[src/rtl/ro_puf_pkg.sv]
// Shared definitions for the RO PUF datapath.
// Contents: RO count / index width constants, vector and index types,
// and the state encoding of the select encoder.
package ro_puf_pkg;

    localparam int unsigned RO_COUNT = 16;
    localparam int unsigned RO_IDX_W = 4;

    typedef logic [RO_COUNT-1:0] ro_vec_t;
    typedef logic [RO_IDX_W-1:0] ro_idx_t;

    typedef enum logic {
        IDLE = 1'b0,
        EMIT = 1'b1
    } enc_state_t;

endpackage : ro_puf_pkg

[src/rtl/ro_sel_encoder_if.sv]
// Handshake bundle between flag logic, ro_sel_encoder and the serial consumer.
// Input side : in_valid / in_ready / in_vec
// Output side: out_valid / out_ready / out_idx / out_last, plus err_zero pulse.
// master = producer/consumer environment, slave = the encoder.
interface ro_sel_encoder_if
    import ro_puf_pkg::*;
();

    logic    in_valid;
    logic    in_ready;
    ro_vec_t in_vec;
    logic    out_valid;
    logic    out_ready;
    ro_idx_t out_idx;
    logic    out_last;
    logic    err_zero;

    modport master (
        output in_valid, in_vec, out_ready,
        input  in_ready, out_valid, out_idx, out_last, err_zero
    );

    modport slave (
        input  in_valid, in_vec, out_ready,
        output in_ready, out_valid, out_idx, out_last, err_zero
    );

endinterface : ro_sel_encoder_if

[src/rtl/ro_lsb_find16.sv]
// Combinational lowest-set-bit finder over a 16-bit vector.
// Ports: vec    - vector to search
//        idx    - index of the lowest set bit (0 when vec is zero)
//        any    - at least one bit set
//        single - exactly one bit set
module ro_lsb_find16
    import ro_puf_pkg::*;
(
    input  ro_vec_t vec,
    output ro_idx_t idx,
    output logic    any,
    output logic    single
);

    ro_vec_t w_vec_m1;

    // Scan high to low so the last hit is the lowest set bit.
    always_comb begin
        idx = '0;
        for (int i = int'(RO_COUNT) - 1; i >= 0; i--) begin
            if (vec[i]) begin
                idx = RO_IDX_W'(i);
            end
        end
    end

    // vec & (vec-1) strips the lowest set bit; zero result means one-hot.
    assign w_vec_m1 = vec - ro_vec_t'(1);
    assign any      = |vec;
    assign single   = any && ((vec & w_vec_m1) == '0);

endmodule : ro_lsb_find16

[src/rtl/ro_sel_encoder.sv]
// Sequential 16-to-4 encoder: reports the index of every set bit of an
// accepted vector, lowest first, one index per output handshake.
// Ports: clk - rising-edge clock
//        rst - synchronous active-high reset
//        bus - ro_sel_encoder_if.slave (input vector handshake, index
//              output handshake with out_last, err_zero pulse)
module ro_sel_encoder
    import ro_puf_pkg::*;
#(
    parameter int unsigned WIDTH = RO_COUNT,
    parameter int unsigned IDX_W = RO_IDX_W
) (
    input  logic              clk,
    input  logic              rst,
    ro_sel_encoder_if.slave   bus
);

    enc_state_t       r_state;
    enc_state_t       w_state_nxt;
    logic [WIDTH-1:0] r_pend;
    logic [WIDTH-1:0] w_pend_nxt;
    logic             w_hs;
    logic             w_err_nxt;

    logic [IDX_W-1:0] w_nxt_idx;
    logic             w_nxt_any;
    logic             w_nxt_single;

    logic             r_in_ready;
    logic             r_out_valid;
    logic [IDX_W-1:0] r_out_idx;
    logic             r_out_last;
    logic             r_err_zero;

    assign w_hs = r_out_valid & bus.out_ready;

    // State register.
    always_ff @(posedge clk) begin
        if (rst) begin
            r_state <= IDLE;
        end else begin
            r_state <= w_state_nxt;
        end
    end

    // Next state, next pending vector and zero-vector error.
    always_comb begin
        w_state_nxt = r_state;
        w_pend_nxt  = r_pend;
        w_err_nxt   = 1'b0;
        case (r_state)
            IDLE: begin
                if (bus.in_valid) begin
                    if (bus.in_vec != '0) begin
                        w_pend_nxt  = bus.in_vec;
                        w_state_nxt = EMIT;
                    end else begin
                        w_err_nxt = 1'b1;
                    end
                end
            end
            EMIT: begin
                if (w_hs) begin
                    // Drop the bit just reported (always the lowest one).
                    w_pend_nxt = r_pend & (r_pend - WIDTH'(1));
                    if (r_out_last) begin
                        w_state_nxt = IDLE;
                    end
                end
            end
            default: begin
                w_state_nxt = IDLE;
                w_pend_nxt  = '0;
            end
        endcase
    end

    // Output fields are precomputed from the next pending vector so they
    // come straight from flops.
    ro_lsb_find16 u_find (
        .vec    (w_pend_nxt),
        .idx    (w_nxt_idx),
        .any    (w_nxt_any),
        .single (w_nxt_single)
    );

    // Pending vector and registered outputs.
    always_ff @(posedge clk) begin
        if (rst) begin
            r_pend      <= '0;
            r_in_ready  <= 1'b1;
            r_out_valid <= 1'b0;
            r_out_idx   <= '0;
            r_out_last  <= 1'b0;
            r_err_zero  <= 1'b0;
        end else begin
            r_pend      <= w_pend_nxt;
            r_in_ready  <= (w_state_nxt == IDLE);
            r_out_valid <= w_nxt_any;
            r_out_idx   <= w_nxt_idx;
            r_out_last  <= w_nxt_single;
            r_err_zero  <= w_err_nxt;
        end
    end

    assign bus.in_ready  = r_in_ready;
    assign bus.out_valid = r_out_valid;
    assign bus.out_idx   = r_out_idx;
    assign bus.out_last  = r_out_last;
    assign bus.err_zero  = r_err_zero;

endmodule : ro_sel_encoder
[src/flat_wrapper.sv]
// flat-port wrapper written by rule: the top's interface ports become plain ports
module ro_sel_encoder_flat import ro_puf_pkg::*;
#(
    parameter int unsigned WIDTH = RO_COUNT,
    parameter int unsigned IDX_W = RO_IDX_W
)
  (clk, rst, bus_in_valid, bus_in_vec, bus_out_ready, bus_in_ready, bus_out_valid, bus_out_idx, bus_out_last, bus_err_zero);
  ro_sel_encoder_if bus_i ();
  input  logic clk;
  input  logic rst;
  input wire logic [$bits(bus_i.in_valid)-1:0] bus_in_valid;
  input wire logic [$bits(bus_i.in_vec)-1:0] bus_in_vec;
  input wire logic [$bits(bus_i.out_ready)-1:0] bus_out_ready;
  output wire logic [$bits(bus_i.in_ready)-1:0] bus_in_ready;
  output wire logic [$bits(bus_i.out_valid)-1:0] bus_out_valid;
  output wire logic [$bits(bus_i.out_idx)-1:0] bus_out_idx;
  output wire logic [$bits(bus_i.out_last)-1:0] bus_out_last;
  output wire logic [$bits(bus_i.err_zero)-1:0] bus_err_zero;
  assign bus_i.in_valid = bus_in_valid;
  assign bus_i.in_vec = bus_in_vec;
  assign bus_i.out_ready = bus_out_ready;
  assign bus_in_ready = bus_i.in_ready;
  assign bus_out_valid = bus_i.out_valid;
  assign bus_out_idx = bus_i.out_idx;
  assign bus_out_last = bus_i.out_last;
  assign bus_err_zero = bus_i.err_zero;
  ro_sel_encoder #(.WIDTH(WIDTH), .IDX_W(IDX_W)) u_core (.clk(clk), .rst(rst), .bus(bus_i));
endmodule
[config.mk]
export PLATFORM = sky130hd
export DESIGN_NAME = ro_sel_encoder_flat
export DESIGN_NICKNAME = d
export VERILOG_FILES = /design/src/rtl/ro_puf_pkg.sv /design/src/rtl/ro_sel_encoder_if.sv /design/src/rtl/ro_lsb_find16.sv /design/src/rtl/ro_sel_encoder.sv /design/src/flat_wrapper.sv
export SDC_FILE = /design/constraint.sdc
export NUM_CORES = 1
export LEC_CHECK = 0
export ABC_CLOCK_PERIOD_IN_PS = 3000
export BUFFER_PORTS_ARGS = -buffer_cell sky130_fd_sc_hd__buf_4
export CAP_MARGIN = 20
export CORE_ASPECT_RATIO = 0.8
export CORE_UTILIZATION = 40
export CTS_BUF_LIST = sky130_fd_sc_hd__clkbuf_16
export DETAILED_ROUTE_END_ITERATION = 12
export MAX_ROUTING_LAYER = met4
export PLACE_DENSITY = 0.7
export SETUP_SLACK_MARGIN = 0.1
export SLEW_MARGIN = 20
export SYNTH_ARGS = -nofsm -noshare
export SYNTH_HDL_FRONTEND = slang
export SYNTH_SLANG_ARGS = --single-unit
export TNS_END_PERCENT = 10
[constraint.sdc]
create_clock -name clk -period 3 [get_ports clk]
set_input_delay 0.45 -clock clk [delete_from_list [all_inputs] [get_ports clk]]
set_output_delay 0.45 -clock clk [all_outputs]
set_load 0.005 [all_outputs]
======== After elaboration in Yosys (flattened, before gate mapping) ========
Cells that the tools add are included.
word-level totals
  register bits ........................... 25
  input port bits ......................... 20
  output and inout port bits .............. 8
operators by class
  add/sub/neg operators ................... 2
  multiplexer cells ....................... 25
  bitwise gates (word level) .............. 6
  reductions and logical operators ........ 9
operators with widths
  cell                     count
  $mux W16                 3
  $and A16 B16 Y16         2
  $mux W4                  8
  $pmux W16 S2             1
  $sub A16 B1 Y16 const B  2
  $logic_not A16 Y1        1
  $reduce_bool A16 Y1      1
  $reduce_or A16 Y1        1
  $mux W3                  4
  $reduce_or A9 Y1         1
  $mux W1                  6
  $reduce_or A3 Y1         2
  $reduce_or A5 Y1         1
  $mux W2                  2
  $not A1 Y1               3
  $pmux W1 S2              1
  $reduce_or A2 Y1         1
  $and A1 B1 Y1            1
  $logic_and A1 B1 Y1      1

======== Logic depth before layout (Yosys ltp) ========
Gate-level depths: netlist of run 1.
  word-level depth ........................ 19
  mapped depth ............................ 11
  depth with buffers taken out ............ 8

======== By module ========
Synthesis of run 1 repeated with hierarchy kept, for this count alone.
second synthesis, totals
  cells, all modules ...................... 187
  area total of the unflattened synthesis .. 1496.4 um^2
by module, submodules not included
  module          times used  cells each  area an instance (um^2)  seq. area each (um^2)
  ro_sel_encoder  1           136         1168.6                   500.5
  ro_lsb_find16   1           51          327.8                    0.0

======== Worst setup path after synthesis of run 1 ========
OpenSTA, ideal clock, no wires.
  kind .................................... input to register
  from .................................... input bus_out_ready
  to ...................................... register u_core.r_out_last (netlist: u_core.bus.out_last)
  data arrival time ....................... 2300 ps
  setup slack ............................. 584 ps
  cell stages on the path ................. 8
  path through ............................ and4b_2 nand4_2 or4_4 a32o_2 or3_4 nor2_1 a21oi_1 and4b_1
between the ends
  longest elaborated chain between the ends .. 7
  elaborated cells on any way between the ends .. 8
  classes of those cells .................. add/sub: 1; mux: 2; bitwise: 2; reduce/logical: 3
ends and longest elaborated chain
  element                RTL line               text
  start, declared        flat_wrapper.sv:13     input wire logic [$bits(bus_i.out_ready)-1:0] bus_out_ready;
  $and A1 B1 Y1 *        ro_sel_encoder.sv:35   assign w_hs = r_out_valid & bus.out_ready;
  $mux W16 *             ro_sel_encoder.sv:63   if (w_hs) begin
  $pmux W16 S2 *         ro_sel_encoder.sv:51   case (r_state)
  $sub A16 B1 Y16        ro_lsb_find16.sv:28    assign w_vec_m1 = vec - ro_vec_t'(1);
  $and A16 B16 Y16       ro_lsb_find16.sv:30    assign single = any && ((vec & w_vec_m1) == '0);
  $logic_not A16 Y1      ro_lsb_find16.sv:30
  $logic_and A1 B1 Y1 *  ro_lsb_find16.sv:30
  end signal, assigned   ro_sel_encoder.sv:101  r_out_last <= w_nxt_single;
  end, declared          ro_sel_encoder.sv:32   logic r_out_last;
Mark *: on every way between the ends. The rest lies on a longest branch, timed or not.
A chain may end at the register's enable or synchronous reset.

======== Final worst setup path of run 1 ========
  from .................................... register u_core.r_pend[3]
  to ...................................... register u_core.r_out_last (netlist: u_core.bus.out_last)
between the ends
  longest elaborated chain between the ends .. 8
  elaborated cells on any way between the ends .. 11
  classes of those cells .................. add/sub: 2; mux: 4; bitwise: 2; reduce/logical: 3
ends and longest elaborated chain
  element                 RTL line              text
  start, declared         ro_sel_encoder.sv:20  logic [WIDTH-1:0] r_pend;
  start signal, assigned  ro_sel_encoder.sv:97  r_pend <= w_pend_nxt;
  $sub A16 B1 Y16         ro_sel_encoder.sv:65  w_pend_nxt = r_pend & (r_pend - WIDTH'(1));
  $and A16 B16 Y16        ro_sel_encoder.sv:65
  $mux W16                ro_sel_encoder.sv:63
  $pmux W16 S2 *          ro_sel_encoder.sv:51
  $sub A16 B1 Y16         ro_lsb_find16.sv:28
  $and A16 B16 Y16        ro_lsb_find16.sv:30
  $logic_not A16 Y1       ro_lsb_find16.sv:30
  $logic_and A1 B1 Y1 *   ro_lsb_find16.sv:30
Marks and branches as above.

==> impl.org, run 1 <==
** Power and ir drop
- Of the total power, the share spent switching nets is 0.3022.
- Clock share of power :: 0.333
- The internal power of the cells totals 0.6521 mW.
- Across the VDD grid, the largest voltage drop is 0.3268 mV.
- PnR Total Power :: 0.9344 mW
- The analysis attributes to cell leakage a power of 0.7906 nW.
- For this design the total switching power over the nets is 0.2824 mW.
- The share of total power dissipated in sequential elements is 0.400.
- Dividing total power by cell area gives a power density of 489.1 mW/mm2.
- Of the total power, combinational logic draws 0.267.

** Logic synthesis
- Of the total synthesized cell area, the portion taken by XOR and XNOR cells is 0.
- Cell area after synthesis :: 0.001546 mm2
- Post-synthesis adder-cell area fraction :: 0.01294
- Prevailing post-synth register cell :: dfxtp_1
- Synth async-reset ratio :: 0
- Synthesis instantiated 61 different standard cells from the library.
- Yosys printed 0 warnings.
- Cell type with the highest aggregate area in the netlist :: dfxtp_1
- Synth Net Count :: 201
- Simple-gate portion of the synthesized area :: 0.2848
- Compound-cell area share of the yosys netlist :: 0.3188
- Yosys reg bits :: 25
- After synthesis, the share of cell area in mux cells is 0.02751.
- Of the synthesized area, sequential elements account for 0.3236.
- Mean area per synthesized cell :: 8.544 um2
- Top cells by area, synth :: dfxtp_1 (32%), nor2_1 (4.6%), a21oi_1 (3.9%)
- After synthesis, the largest family of logic cells by area is compound AO/OA/AOI/OAI gates.
- The synthesized design contains 0 enable-type register cells.
- Synthesis produced a netlist whose cell count is 181.
- Share of Yosys cell area claimed by the top area cell type :: 0.3236

** Timing
- Setup violations remaining at the end of the flow were counted as 0.
- Final Hold Violating Endpoints :: 0
- Measured against its own limit, the worst slew margin works out to 0.6500.
- Final total negative setup slack :: 0 ps
- Setup repair after global routing left no endpoint under its margin.
- Final Max Slew Viols :: 0
- Worst-case clock skew :: 5.294 ps
- Min Tclk post-route :: 2705 ps
- Transition time at the pin with the least slew margin :: 520.3 ps
- Static timing analysis puts the maximum clock frequency at 0.3697 GHz.
- In the finished design, the share of the clock period the worst path needs comes to 0.9016.

** Route
- The detailed router finished its first iteration with 227 violations.
- The first TritonRoute pass finished after 5 iterations.
- Via-to-Cell Ratio :: 6.416
- DRC violation count after routing :: 0
- Via count :: 1636
- For this block, the routed nets add up to 4.438 mm of wire.
- After detailed routing, the average wire length per cell comes to 17.40 um.
- The detail route stage leaves a number of antenna-violating nets equal to 0.

** Cells and area
- Final antenna diode count :: 0
- Summing all multi-input logic gate instances after layout gives 996.0 um2.
- Share of layout cells above drive strength 1 :: 0.2676
- In the layout the commonest cells are buf_4 (35), dfxtp_1 (25), nor2_1 (19).
- Nets :: 234
- In the final layout, flip-flops and latches occupy 500.5 um2.
- Most common cell after layout, fill and taps aside :: buf_4
- For this run, the share of the core covered by cells in the final layout is 0.5358.
- The filler cells instantiated in the layout total 343.
- Area overhead of the layout relative to synthesis :: 23.54%
- The finished layout holds 255 standard cells, fillers aside.

** Worst hold path
- In this run the worst hold path is classified as primary input to flip-flop.
- Hold-critical path depth :: 3

** Place
- Number of buffers added on ports :: 27
- Detailed placement ended at an HPWL of 3.456 mm.
- Including well taps, the total number of placed cells is 251.
- At the end of routability-driven placement, the weighted congestion stood at 0.9737.

** Clock tree
- For the worst-skew pair, the clock arrives at the later sink with an insertion delay of 260 ps.
- Number of buffers inserted by hold repair at cts :: 0
- H-Tree Depth :: 1
- After clock tree synthesis, the setup repair step added 0 buffers.
- Clock tree synthesis selected as its root buffer the cell clkbuf_16.
- Clk buf depth :: 2
- Clock-pin slew was measured on the worst setup and hold paths at 70 ps.
- Counting the buffers created by CTS gives 3.
- TritonCTS built the clock tree.
- The number of gates resized after CTS was 0.
- The clock net in this run drives a total of 25 sinks.

** Die
- Die boundary width :: 71.52 um
- The initial utilization of the core area, before any placement, comes to 0.4337.
- FP Rows :: 19
- The total area inside the core boundary comes to 0.003566 mm2.
- From bottom edge to top edge, the die measures 57.62 um.
- Full die area :: 0.004121 mm2
- In this run the count of I/O pins placed on the die edge is 28.

** Global routing
- Antenna violations before repair :: 0
- The layer flagged by global routing as most heavily used is met1.
- In the global route stage, met2 resource usage came out at 0.3293.
- Global-route total usage across every layer :: 0.2350
- Summed over all layers, the global routing overflow is 0.
- The via count of the first global-routing pass is 1445.
- In the global route stage, met1 resource usage came out at 0.3370.
- Entering global routing, the biggest net connects 24 pins.
- Global routing met3 resource utilization :: 0.06609
- Wire length of the first global-routing pass :: 7.251 mm

** Critical path
- The largest single stage delay on the critical path is 570 ps.
- STA classifies the critical path startpoint as a flip-flop.
- The worst setup path is captured at a flip-flop.
- Counting cells, the worst reg-to-reg path comes to 8.
- Data arrives at the worst endpoint at 2910 ps.
- For this design, the slowest cell found on the critical path is or4_1.
- Cells along the critical path :: or4_1, o22a_1, a21oi_1, mux2_2, nand4_2, o31a_1, a2111oi_0, and4b_1
- Maximum fanout along the worst path :: 6
- By startpoint and endpoint, the worst setup path is classified as flip-flop to flip-flop.
- Data on the critical path is required at its endpoint by 3210 ps.

** Run status
- Outcome :: completed

** Flow run
- Maxcap violations :: 0
## worst paths after layout
check,slack [ps],start,to
min reg2reg,510,u_core.bus.out_last,u_core.r_state
max,300,u_core.r_pend[3],u_core.bus.out_last
min,480,bus_in_vec[15],u_core.r_pend[15]
max reg2reg,300,u_core.r_pend[3],u_core.bus.out_last
## stage by stage
stage | worst slack (ps) | hold WS [ps] | instance area, um2
3_3_place_gp | 253.0 | 505.8 | 1827
6_report | 295.3 | 479.0 | 1911
4_1_cts | 344.8 | 469.6 | 1911
3_5_place_dp | 123.2 | 503.7 | 1827
5_1_grt | 110.9 | 505.1 | 1911
2_1_floorplan | 583.6 | 450.2 | 1546
## logic make-up (layout without fill, tap and decap cells)
logic type                 Yosys count  in the layout
muxes                                4              4
DFF                                 25             25
adders and majority gates            2              2
and+or+nand+nor                     72             72
buffers and inverters               11             43
AOI/OAI and AO/OA                   67             67
## area by class of cell
cell class                 instances  area share
clock buffer                       3     0.03929
clock inverter                     1    0.004584
inverter                           4    0.007859
multi-input combinational        145      0.5213
sequential                        25      0.2620
tap                               42     0.02750
timing repair buffer              35      0.1375
## registers in the layout (all words and copies together), names as in the netlist
name,cells
u_core.bus.err_zero,1
u_core.bus.in_ready,1
u_core.bus.out_idx,4
u_core.bus.out_last,1
u_core.bus.out_valid,1
u_core.r_pend,16
u_core.r_state,1
## worst max-delay path: cells and delay by family, from the launching register on
family | cells | cell delay [ps]
AOI/OAI and AO/OA | 4 | 1060
DFF | 1 | 380
muxes | 1 | 250
and+or+nand+nor | 3 | 960
## metal layers
| layer | up-vias | share of wire |
|---|---|---|
| met3 | 12 | 0.11 |
| li1 | 779 | - |
| met4 | 0 | 0.018 |
| met2 | 89 | 0.42 |
| met5 | - | 0 |
| met1 | 756 | 0.45 |
## cells in the mapped netlist, drive strengths merged, types with 3 or more instances
cell / count
dfxtp: 25
nor2: 19
a21oi: 12
o21ai: 12
nand2: 11
nor3: 7
nand3: 6
nor4: 6
a211oi: 5
a31oi: 4
and3: 4
clkbuf: 4
inv: 4
nor2b: 4
a2bb2oi: 3
buf: 3
nand4: 3
## power groups by stage
stage	clock [mW]	sequential [mW]	combinational, mW
after CTS	0.321	0.373	0.246
after global routing	0.329	0.377	0.273
final	0.311	0.374	0.250
after detailed placement	0	0.381	0.245
after global placement	0	0.381	0.246
after floorplan	0	0.377	0.160
Note: power is estimated with default switching activity, not from simulation.
==> run 2, diff against run 1 <==
--- a/config.mk
+++ b/config.mk
@@ -13,10 +13,11 @@
 export CTS_BUF_LIST = sky130_fd_sc_hd__clkbuf_16
 export DETAILED_ROUTE_END_ITERATION = 12
 export MAX_ROUTING_LAYER = met4
-export PLACE_DENSITY = 0.7
+export PLACE_DENSITY = 0.71
 export SETUP_SLACK_MARGIN = 0.1
 export SLEW_MARGIN = 20
 export SYNTH_ARGS = -nofsm -noshare
 export SYNTH_HDL_FRONTEND = slang
+export SYNTH_HIERARCHICAL = 1
 export SYNTH_SLANG_ARGS = --single-unit
 export TNS_END_PERCENT = 10
==> run 2 against run 1 <==
Wire length shrank 3.3%. Clock power shrank 5%. Maximum frequency is essentially flat. Utilization grew 5.6 points. Flip-flop and latch count is the same. Worst hold slack lost 42 ps. Design area grew 8.3%. Worst setup slack gained 0.56 ps. First-iteration DRC count shrank 47%. Clock skew shrank 4.0 ps. Largest cell class unchanged. Largest power group unchanged.
==> impl.org, run 2 <==
** Critical path
- The peak fanout along the critical path was 11 (was 6).
- The end point of the critical path is u_core/bus.out_last (was u_core.bus.out_last).
- Type of element capturing the critical path :: flip-flop (unchanged)
- The end of the worst register-to-register path was u_core/bus.out_last (was u_core.bus.out_last).
- The critical path arrival was 2900 ps (was 2910 ps).
- The startpoint of the lowest-slack register-to-register path is u_core/bus.out_valid (was u_core.r_pend[3]).
- WP data required :: 3200 ps (was 3210 ps)
- The startpoint of the most critical setup path is bus_in_vec[2] (was u_core.r_pend[3]).
- Slack of the worst reg-to-reg path :: 350 ps (was 300 ps)
- The nature of the critical path startpoint is a primary input (was flip-flop).
- The path depth of the worst reg2reg path was 10 (was 8).
- Critical setup path kind :: primary input to flip-flop (was flip-flop to flip-flop)

** Route
- Via count :: 1661 (was 1636)
- The DRC violation count after routing was 0 (unchanged).
- The DRC violation total after the first TritonRoute iteration is 120 (was 227).
- Iteration count of the initial detailed-routing pass :: 5 (unchanged)
- The routed wire length came to 4.291 mm (was 4.438 mm).
- The detailed-route wire length per cell is 15.11 um (was 17.40 um).
- Number of nets still failing antenna checks after routing :: 0 (unchanged)
- Via-to-Cell Ratio :: 5.849 (was 6.416)

** Power and ir drop
- The switching power came to 0.2812 mW (was 0.2824 mW).
- PnR Total Power :: 0.9497 mW (was 0.9344 mW)
- Fraction of power consumed by combinational cells :: 0.299 (was 0.267)
- Clock share of power :: 0.310 (was 0.333)
- Net switching share of the total power :: 0.2961 (was 0.3022)
- The internal power contribution came to 0.6685 mW (was 0.6521 mW).
- Portion of total power attributed to sequential cells :: 0.391 (was 0.400)
- The worst vdd rail ir drop was 0.3932 mV (was 0.3268 mV).
- The leakage power figure came to 0.8789 nW (was 0.7906 nW).
- Power density over cell area :: 459.2 mW/mm2 (was 489.1 mW/mm2)

** Timing
- The worst setup skew after layout is 1.317 ps (was 5.294 ps).
- Setup repair after global routing missed its margin: no (unchanged).
- The minimum period implied by the final worst setup slack is 2704 ps (was 2705 ps).
- The aggregate negative setup slack came to 0 ps (unchanged).
- Fmax :: 0.3698 GHz (was 0.3697 GHz)
- Final Hold Violating Endpoints :: 0 (unchanged)
- Worst slew slack as a fraction of its limit :: 0.6939 (was 0.6500)
- Final Max Slew Viols :: 0 (unchanged)
- The number of setup violations in the final report came to 0 (unchanged).
- Hold_ws :: 436.7 ps (was 479.0 ps)
- Final cycle utilization of the critical path :: 0.9014 (was 0.9016)
- The worst-margin pin slew came to 453.2 ps (was 520.3 ps).

** Logic synthesis
- Number of flops mapped to enable cells by yosys :: 0 (unchanged)
- Register area share after synthesis :: 0.3344 (was 0.3236)
- Mean area per synthesized cell :: 8.002 um2 (was 8.544 um2)
- Yosys reg bits :: 25 (unchanged)
- The number of warnings reported in the yosys synthesis log came to 6 (was 0).
- The synthesized netlist cell count came to 187 (was 181).
- Dominant cell by count in the synthesized netlist :: nand2_1 (was dfxtp_1)
- Count of unique library cells instantiated by Yosys :: 47 (was 61)
- The summed instance area of the synthesized netlist is 0.001496 mm2 (was 0.001546 mm2).
- The async set-or-reset flop fraction in the synthesized netlist came to 0 (unchanged).
- Top cells by area, synth :: dfxtp_1 (33%), a21oi_1 (6.7%), nand2_1 (6.5%) (was dfxtp_1 (32%), nor2_1 (4.6%), a21oi_1 (3.9%))
- The top cell type's share of synthesized area is 0.3344 (was 0.3236).
- Synth Net Count :: 207 (was 201)
- Post-synth top cells: nand2_1 (26), dfxtp_1 (25), a21oi_1 (20) (was dfxtp_1 (25), nor2_1 (19), a21oi_1 (12), o21ai_0 (12), nand2_1 (10)).
- The most common flop cell mapped by yosys is dfxtp_1 (unchanged).
- Cell type with the highest aggregate area in the netlist :: dfxtp_1 (unchanged)

** Worst hold path
- The worst hold path depth is 3 (unchanged).
- The type of the worst min-delay path was primary input to flip-flop (unchanged).

** Place
- Placer Congestion :: 0.8736 (was 0.9737)
- The half-perimeter wire length after placement is 3.285 mm (was 3.456 mm).
- Number of buffers added on ports :: 27 (unchanged)
- The placement-stage cell area was 0.001936 mm2 (was 0.001827 mm2).

** Die
- Die Height :: 56.71 um (was 57.62 um)
- I/O pins :: 28 (unchanged)
- Full die area :: 0.003991 mm2 (was 0.004121 mm2)
- Core outline area :: 0.003495 mm2 (was 0.003566 mm2)
- Die boundary width :: 70.39 um (was 71.52 um)
- FP Rows :: 19 (unchanged)
- The starting utilization of the core area was 0.4282 (was 0.4337).

** Cells and area
- Multi-input logic area :: 997.2 um2 (was 996.0 um2)
- Register name with the most flops :: u_core/r_pend (was u_core.r_pend)
- Area overhead of the layout relative to synthesis :: 38.21% (was 23.54%)
- Post-route standard cell area excluding fillers :: 0.002068 mm2 (was 0.001911 mm2)
- Commonest cells after routing, fill and taps aside :: buf_4 (56), nand2_1 (26), dfxtp_1 (25) (was buf_4 (35), dfxtp_1 (25), nor2_1 (19))
- Fin util :: 0.5918 (was 0.5358)
- Final antenna diode count :: 0 (unchanged)
- Number of flip-flops in the largest register :: 16 (unchanged)
- The most common cell after layout, fill and taps aside is buf_4 (unchanged).
- The net count reported at finish came to 263 (was 234).
- Fill cells :: 319 (was 343)
- Share of layout cells above drive strength 1 :: 0.3099 (was 0.2676)
- Footprint of the flip-flops and latches :: 500.5 um2 (unchanged)

** Global routing
- Largest net degree at the start of global routing :: 27 (was 24)
- Global-route total usage across every layer :: 0.2205 (was 0.2350)
- The via count of the first global-routing pass came to 1360 (was 1445).
- The number of antenna violations at the first check in global routing came to 0 (unchanged).
- The global-route wire length before repair was 6.672 mm (was 7.251 mm).
- Residual overflow from global routing :: 0 (unchanged)

** Clock tree
- Clk Tree Root Cell :: clkbuf_16 (unchanged)
- The total clock sinks came to 25 (unchanged).
- Clock Pin Slew Worst Setup and Hold Paths :: 60 ps (was 70 ps)
- Inserted Clock Buffers :: 3 (unchanged)
- Clk buf depth :: 2 (unchanged)
- Number of buffers inserted by hold repair at cts :: 0 (unchanged)
- Clock insertion delay at the later pin of the skew report :: 260 ps (about the same)
- The TritonCTS clock tree was yes (unchanged).
- The H-tree depth reported by CTS came to 1 (unchanged).

** Run status
- Outcome :: completed (unchanged)

** Flow run
- Maxcap violations :: 0 (unchanged)
[run 2: cell types whose count changed in the layout (fill, tap and decap cells not counted), sizes merged, moves of 5 or more]
cell and delta:
o311ai +5, nand2 +16, o21ai -8, buf +21
a21oi +8
[run 2: metal layers]
layer	global-route usage	vias to the layer above	part of all wire	routed length, um
met5	-	-	0	0
met4	0.03429	0	0.0033	14
met3	0.04668	4	0.063	270
met2	0.3088	56	0.45	1922
met1	0.3271	766	0.49	2083
li1	-	835	-	-
[run 2: kinds of logic (layout without fill, tap and decap cells)]
family          Yosys count  count (layout)  synth area share
xor+xnor                  1               1          0.005854
compound gates           61              61            0.2960
flops                    25              25            0.3344
buf+inv                  10              65           0.03010
simple gates             90              90            0.3336
[run 2: through the flow]
stage / instances / setup slack, ps
after CTS: 283 / 157.8
after global routing: 284 / 101.9
after global placement: 279 / 30.98
final: 284 / 295.8
after detailed placement: 279 / -31.13
after floorplan: 187 / 312.5
[run 2: area by class of cell]
cell class	count	share of cell area
inverters	5	0.009074
well taps	42	0.02541
clock inverters	1	0.001815
flip-flops and latches	25	0.2420
multi-input cells	152	0.4822
clock buffers	3	0.03630
repair buffers	56	0.2033
[run 2: worst min path at each step]
stage	start	to	slack, ps
final	bus_in_vec[10]	u_core/r_pend[10]	440
after global routing	bus_in_vec[10]	u_core/r_pend[10]	450
after CTS	bus_in_vec[10]	u_core/r_pend[10]	440
after detailed placement	u_core/bus.out_last	u_core/r_state	500
after global placement	u_core/bus.out_last	u_core/r_state	490
after floorplan	u_core/bus.out_last	u_core/r_state	470
[run 2: worst max-delay path, cell delays in order]
cell	delay [ps]
buf_4	120
or4_4	560
o41ai_4	380
buf_4	230
o311ai_0	180
nand2_1	180
nor4_4	80
nand2_2	110
nor2_1	70
xor2_1	140
nor4_2	240
nor2b_1	150
[run 2: power groups by stage]
stage / Clock (mW) / Combinational, mW / Sequential (mW)
floorplan: 0 / 0.159 / 0.373
global placement: 0 / 0.271 / 0.376
detailed placement: 0 / 0.273 / 0.377
CTS: 0.298 / 0.274 / 0.369
global route: 0.318 / 0.313 / 0.373
finish: 0.294 / 0.284 / 0.371
[run 2: repair_timing]
action / in CTS / in global routing
endpoints found under the setup margin: 0 / 5
buffers inserted: 0 / 1
resized for setup: 0 / 8
==> run 3, diff against run 2 <==
==> constraint.sdc (replaced) <==
create_clock -name clk -period 3 [get_ports clk]
set_input_delay 0.6 -clock clk [delete_from_list [all_inputs] [get_ports clk]]
set_output_delay 0.6 -clock clk [all_outputs]
set_load 0.005 [all_outputs]
==> run 3 against run 2 <==
Register-to-register slack lost 120 ps. Critical path depth is the same. Sequential share of layout area shrank 3.7 points. Clock power grew 5%. Global-route usage grew 1.7 points. Sequential power is essentially flat. Highest routed layer unchanged. Design area grew 19%. Power grew 9.3%. Die area is the same.
==> impl.org, run 3 (synthesis results as in run 2) <==
** Clock tree
- The H-tree depth reported by CTS was 1 (unchanged).
- The register clock-pin slew on the reported worst setup and hold paths came to 70 ps (was 60 ps).
- Clk buf depth :: 2 (unchanged)
- The root buffer cell is clkbuf_16 (unchanged).
- Inserted Clock Buffers :: 3 (unchanged)
- Clock tree from TritonCTS :: yes (unchanged)
- Num Clock Sinks :: 25 (unchanged)
- The clock latency on the worst-skew pair came to 260 ps (about the same).

** Power and ir drop
- The worst vdd rail ir drop was 0.2560 mV (was 0.3932 mV).
- The final total power came to 1.038 mW (was 0.9497 mW).
- The leakage power figure came to 1.050 nW (was 0.8789 nW).
- The power per standard cell area came to 423.6 mW/mm2 (was 459.2 mW/mm2).

** Route
- The wire length on met3 is 337 um (was 270 um).
- The number of optimization iterations in the first detailed-route pass was 4 (was 5).
- The DRC violation count after routing is 0 (unchanged).
- The number of nets with antenna violations after detailed routing was 0 (unchanged).
- The total via count in the routed design was 1800 (was 1661).
- Via-to-Cell Ratio :: 5.825 (was 5.849)
- Starting DRC count in detailed routing :: 123 (was 120)
- Highest metal layer with signal wires :: met4 (unchanged)
- Per-cell routed wire length :: 16.24 um (was 15.11 um)
- The routed wire length was 5.019 mm (was 4.291 mm).
- Detailed-routing wirelength on met1 :: 2.217 mm (was 2.083 mm)
- WL met2 :: 2.402 mm (was 1.922 mm)

** Place
- Placer Congestion :: 0.8591 (was 0.8736)
- Number of buffers added on ports :: 27 (unchanged)
- Final HPWL from detailed placement :: 3.462 mm (was 3.285 mm)
- The number of placed instances, taps included came to 293 (was 279).

** Die
- The top-level port count was 28 (unchanged).
- FP Rows :: 19 (unchanged)
- The starting utilization of the core area came to 0.4282 (unchanged).
- The total core area came to 0.003495 mm2 (unchanged).
- Die boundary width :: 70.39 um (unchanged)
- The die footprint was 0.003991 mm2 (unchanged).
- The y dimension of the die is 56.71 um (unchanged).

** Critical path
- Kind of start point of the critical path :: primary input (unchanged)
- Worst path max stage delay :: 580 ps (was 560 ps)
- WP data required :: 3150 ps (was 3200 ps)
- The critical path arrival came to 2990 ps (was 2900 ps).
- Slowest library cell on the worst path :: or4_4 (unchanged)
- The peak fanout along the critical path is 5 (was 11).
- Gate family responsible for the most delay along the worst path :: compound AO/OA/AOI/OAI gates (was simple AND/OR/NAND/NOR gates)
- Critical setup path kind :: primary input to flip-flop (unchanged)
- The most repeated library cell on the critical path is buf_4 (unchanged).
- The buffering stage count on the worst path with inverters included was 3 (was 2).
- Type of element capturing the critical path :: flip-flop (unchanged)
- Cells along the critical path: buf_4, or4_4, o41ai_4, buf_4, o311ai_2, nand2_2, buf_4, nor2_1, o31ai_1, a211oi_1, o31a_1, nor2b_1 (was buf_4, or4_4, o41ai_4, buf_4, o311ai_0, nand2_1, nor4_4, nand2_2, nor2_1, xor2_1, nor4_2, nor2b_1).

** Timing
- Final Hold Violating Endpoints :: 0 (unchanged)
- Worst-case clock skew :: 5.141 ps (was 1.317 ps)
- The aggregate negative setup slack was 0 ps (unchanged).
- The max-slew headroom at the worst pin was 0.6632 (was 0.6939).
- The final-report max-slew violation count was 0 (unchanged).
- The worst-margin pin slew is 497.4 ps (was 453.2 ps).
- The minimum period implied by the final worst setup slack was 2840 ps (was 2704 ps).
- Setup repair after global routing missed its margin :: yes (was no)
- Final cycle utilization of the critical path :: 0.9468 (was 0.9014)
- Final Setup Violations :: 0 (unchanged)
- The maximum clock rate came to 0.3521 GHz (was 0.3698 GHz).

** Flow run
- The max-capacitance violation count is 0 (unchanged).

** Global routing
- The pin count of the biggest net entering global routing came to 27 (unchanged).
- The total congestion overflow after global routing is 0 (unchanged).
- The total routing usage reported by global routing was 0.2375 (was 0.2205).
- Wire length of the first global-routing pass :: 7.231 mm (was 6.672 mm)
- Antenna violations before repair :: 0 (unchanged)
- The via count of the first global-routing pass was 1563 (was 1360).

** Cells and area
- Area overhead of the layout relative to synthesis :: 63.80% (was 38.21%)
- The storage element area was 503.0 um2 (was 500.5 um2).
- The antenna diode count came to 0 (unchanged).
- Nets :: 288 (was 263)
- The largest register by flop count is u_core/r_pend (unchanged).
- The final cell count without fillers is 309 (was 284).
- Number of flip-flops in the largest register :: 16 (unchanged)
- The filler cell count was 260 (was 319).
- Fin util :: 0.7014 (was 0.5918)
- The share of layout cells above drive strength 1 is 0.4644 (was 0.3099).
- Most common cell after layout, fill and taps aside :: buf_4 (unchanged)
- Commonest cells after routing, fill and taps aside :: buf_4 (76), dfxtp_1 (23), a21oi_1 (18) (was buf_4 (56), nand2_1 (26), dfxtp_1 (25))
- The area used by multi-input combinational logic is 0.001159 mm2 (was 997.2 um2).

** Run status
- Outcome: completed (unchanged).

** Worst hold path
- The type of the worst min-delay path is flip-flop to flip-flop (was primary input to flip-flop).
[run 3: changes by cell type in the layout (fill, tap and decap cells not counted), sizes merged]
| cell | delta |
|---|---|
| buf | +25 |
| inv | -1 |
| clkinvlp | +1 |
[run 3: layout make-up]
cell class	count	area share
Timing Repair Buffer	81	0.2593
Sequential cell	25	0.2052
Multi-Input combinational cell	152	0.4727
Clock inverter	1	0.003063
Tap cell	42	0.02144
Inverter	5	0.007657
Clock buffer	3	0.03063
[run 3: report_power, final]
part | switching (mW) | internal, mW
Sequential | 0.0202 | 0.354
Combinational | 0.177 | 0.178
Clock | 0.128 | 0.181
Total | 0.325 | 0.713
[run 3: worst paths after layout]
path / startpoint / to / slack (ps) / cells after the start
worst max-delay path: bus_in_vec[4] / u_core/bus.out_idx[1] / 160 / 12
worst min-delay path: u_core/bus.out_last / u_core/r_state / 500 / 1
worst max register to register: u_core/bus.out_valid / u_core/bus.out_last / 230 / 11
worst min register to register: u_core/bus.out_last / u_core/r_state / 500 / 1
[run 3: per-layer routing]
layer,vias up,global-route usage
met5,-,-
met4,0,0.02286
met3,10,0.05386
met2,75,0.3714
met1,831,0.3242
li1,884,-
[run 3: metrics by stage]
stage	instance area [um2]	worst slack (ps)	hold slack, ps
after floorplan	1496	162.5	466.3
after global placement	2041	-81.32	486.0
after detailed placement	2041	-204.7	488.6
after CTS	2130	117.3	498.5
after global routing	2451	54.00	531.8
final	2451	159.5	497.8
[run 3: repair_timing]
item                       in CTS  in global routing
hold endpoints to repair        0                  0
gates cloned                    0                  0
hold buffers                    0                  0
pin swaps                       0                 14
setup endpoints to repair       2                  6
resized for setup               1                 48
buffers inserted                0                 12
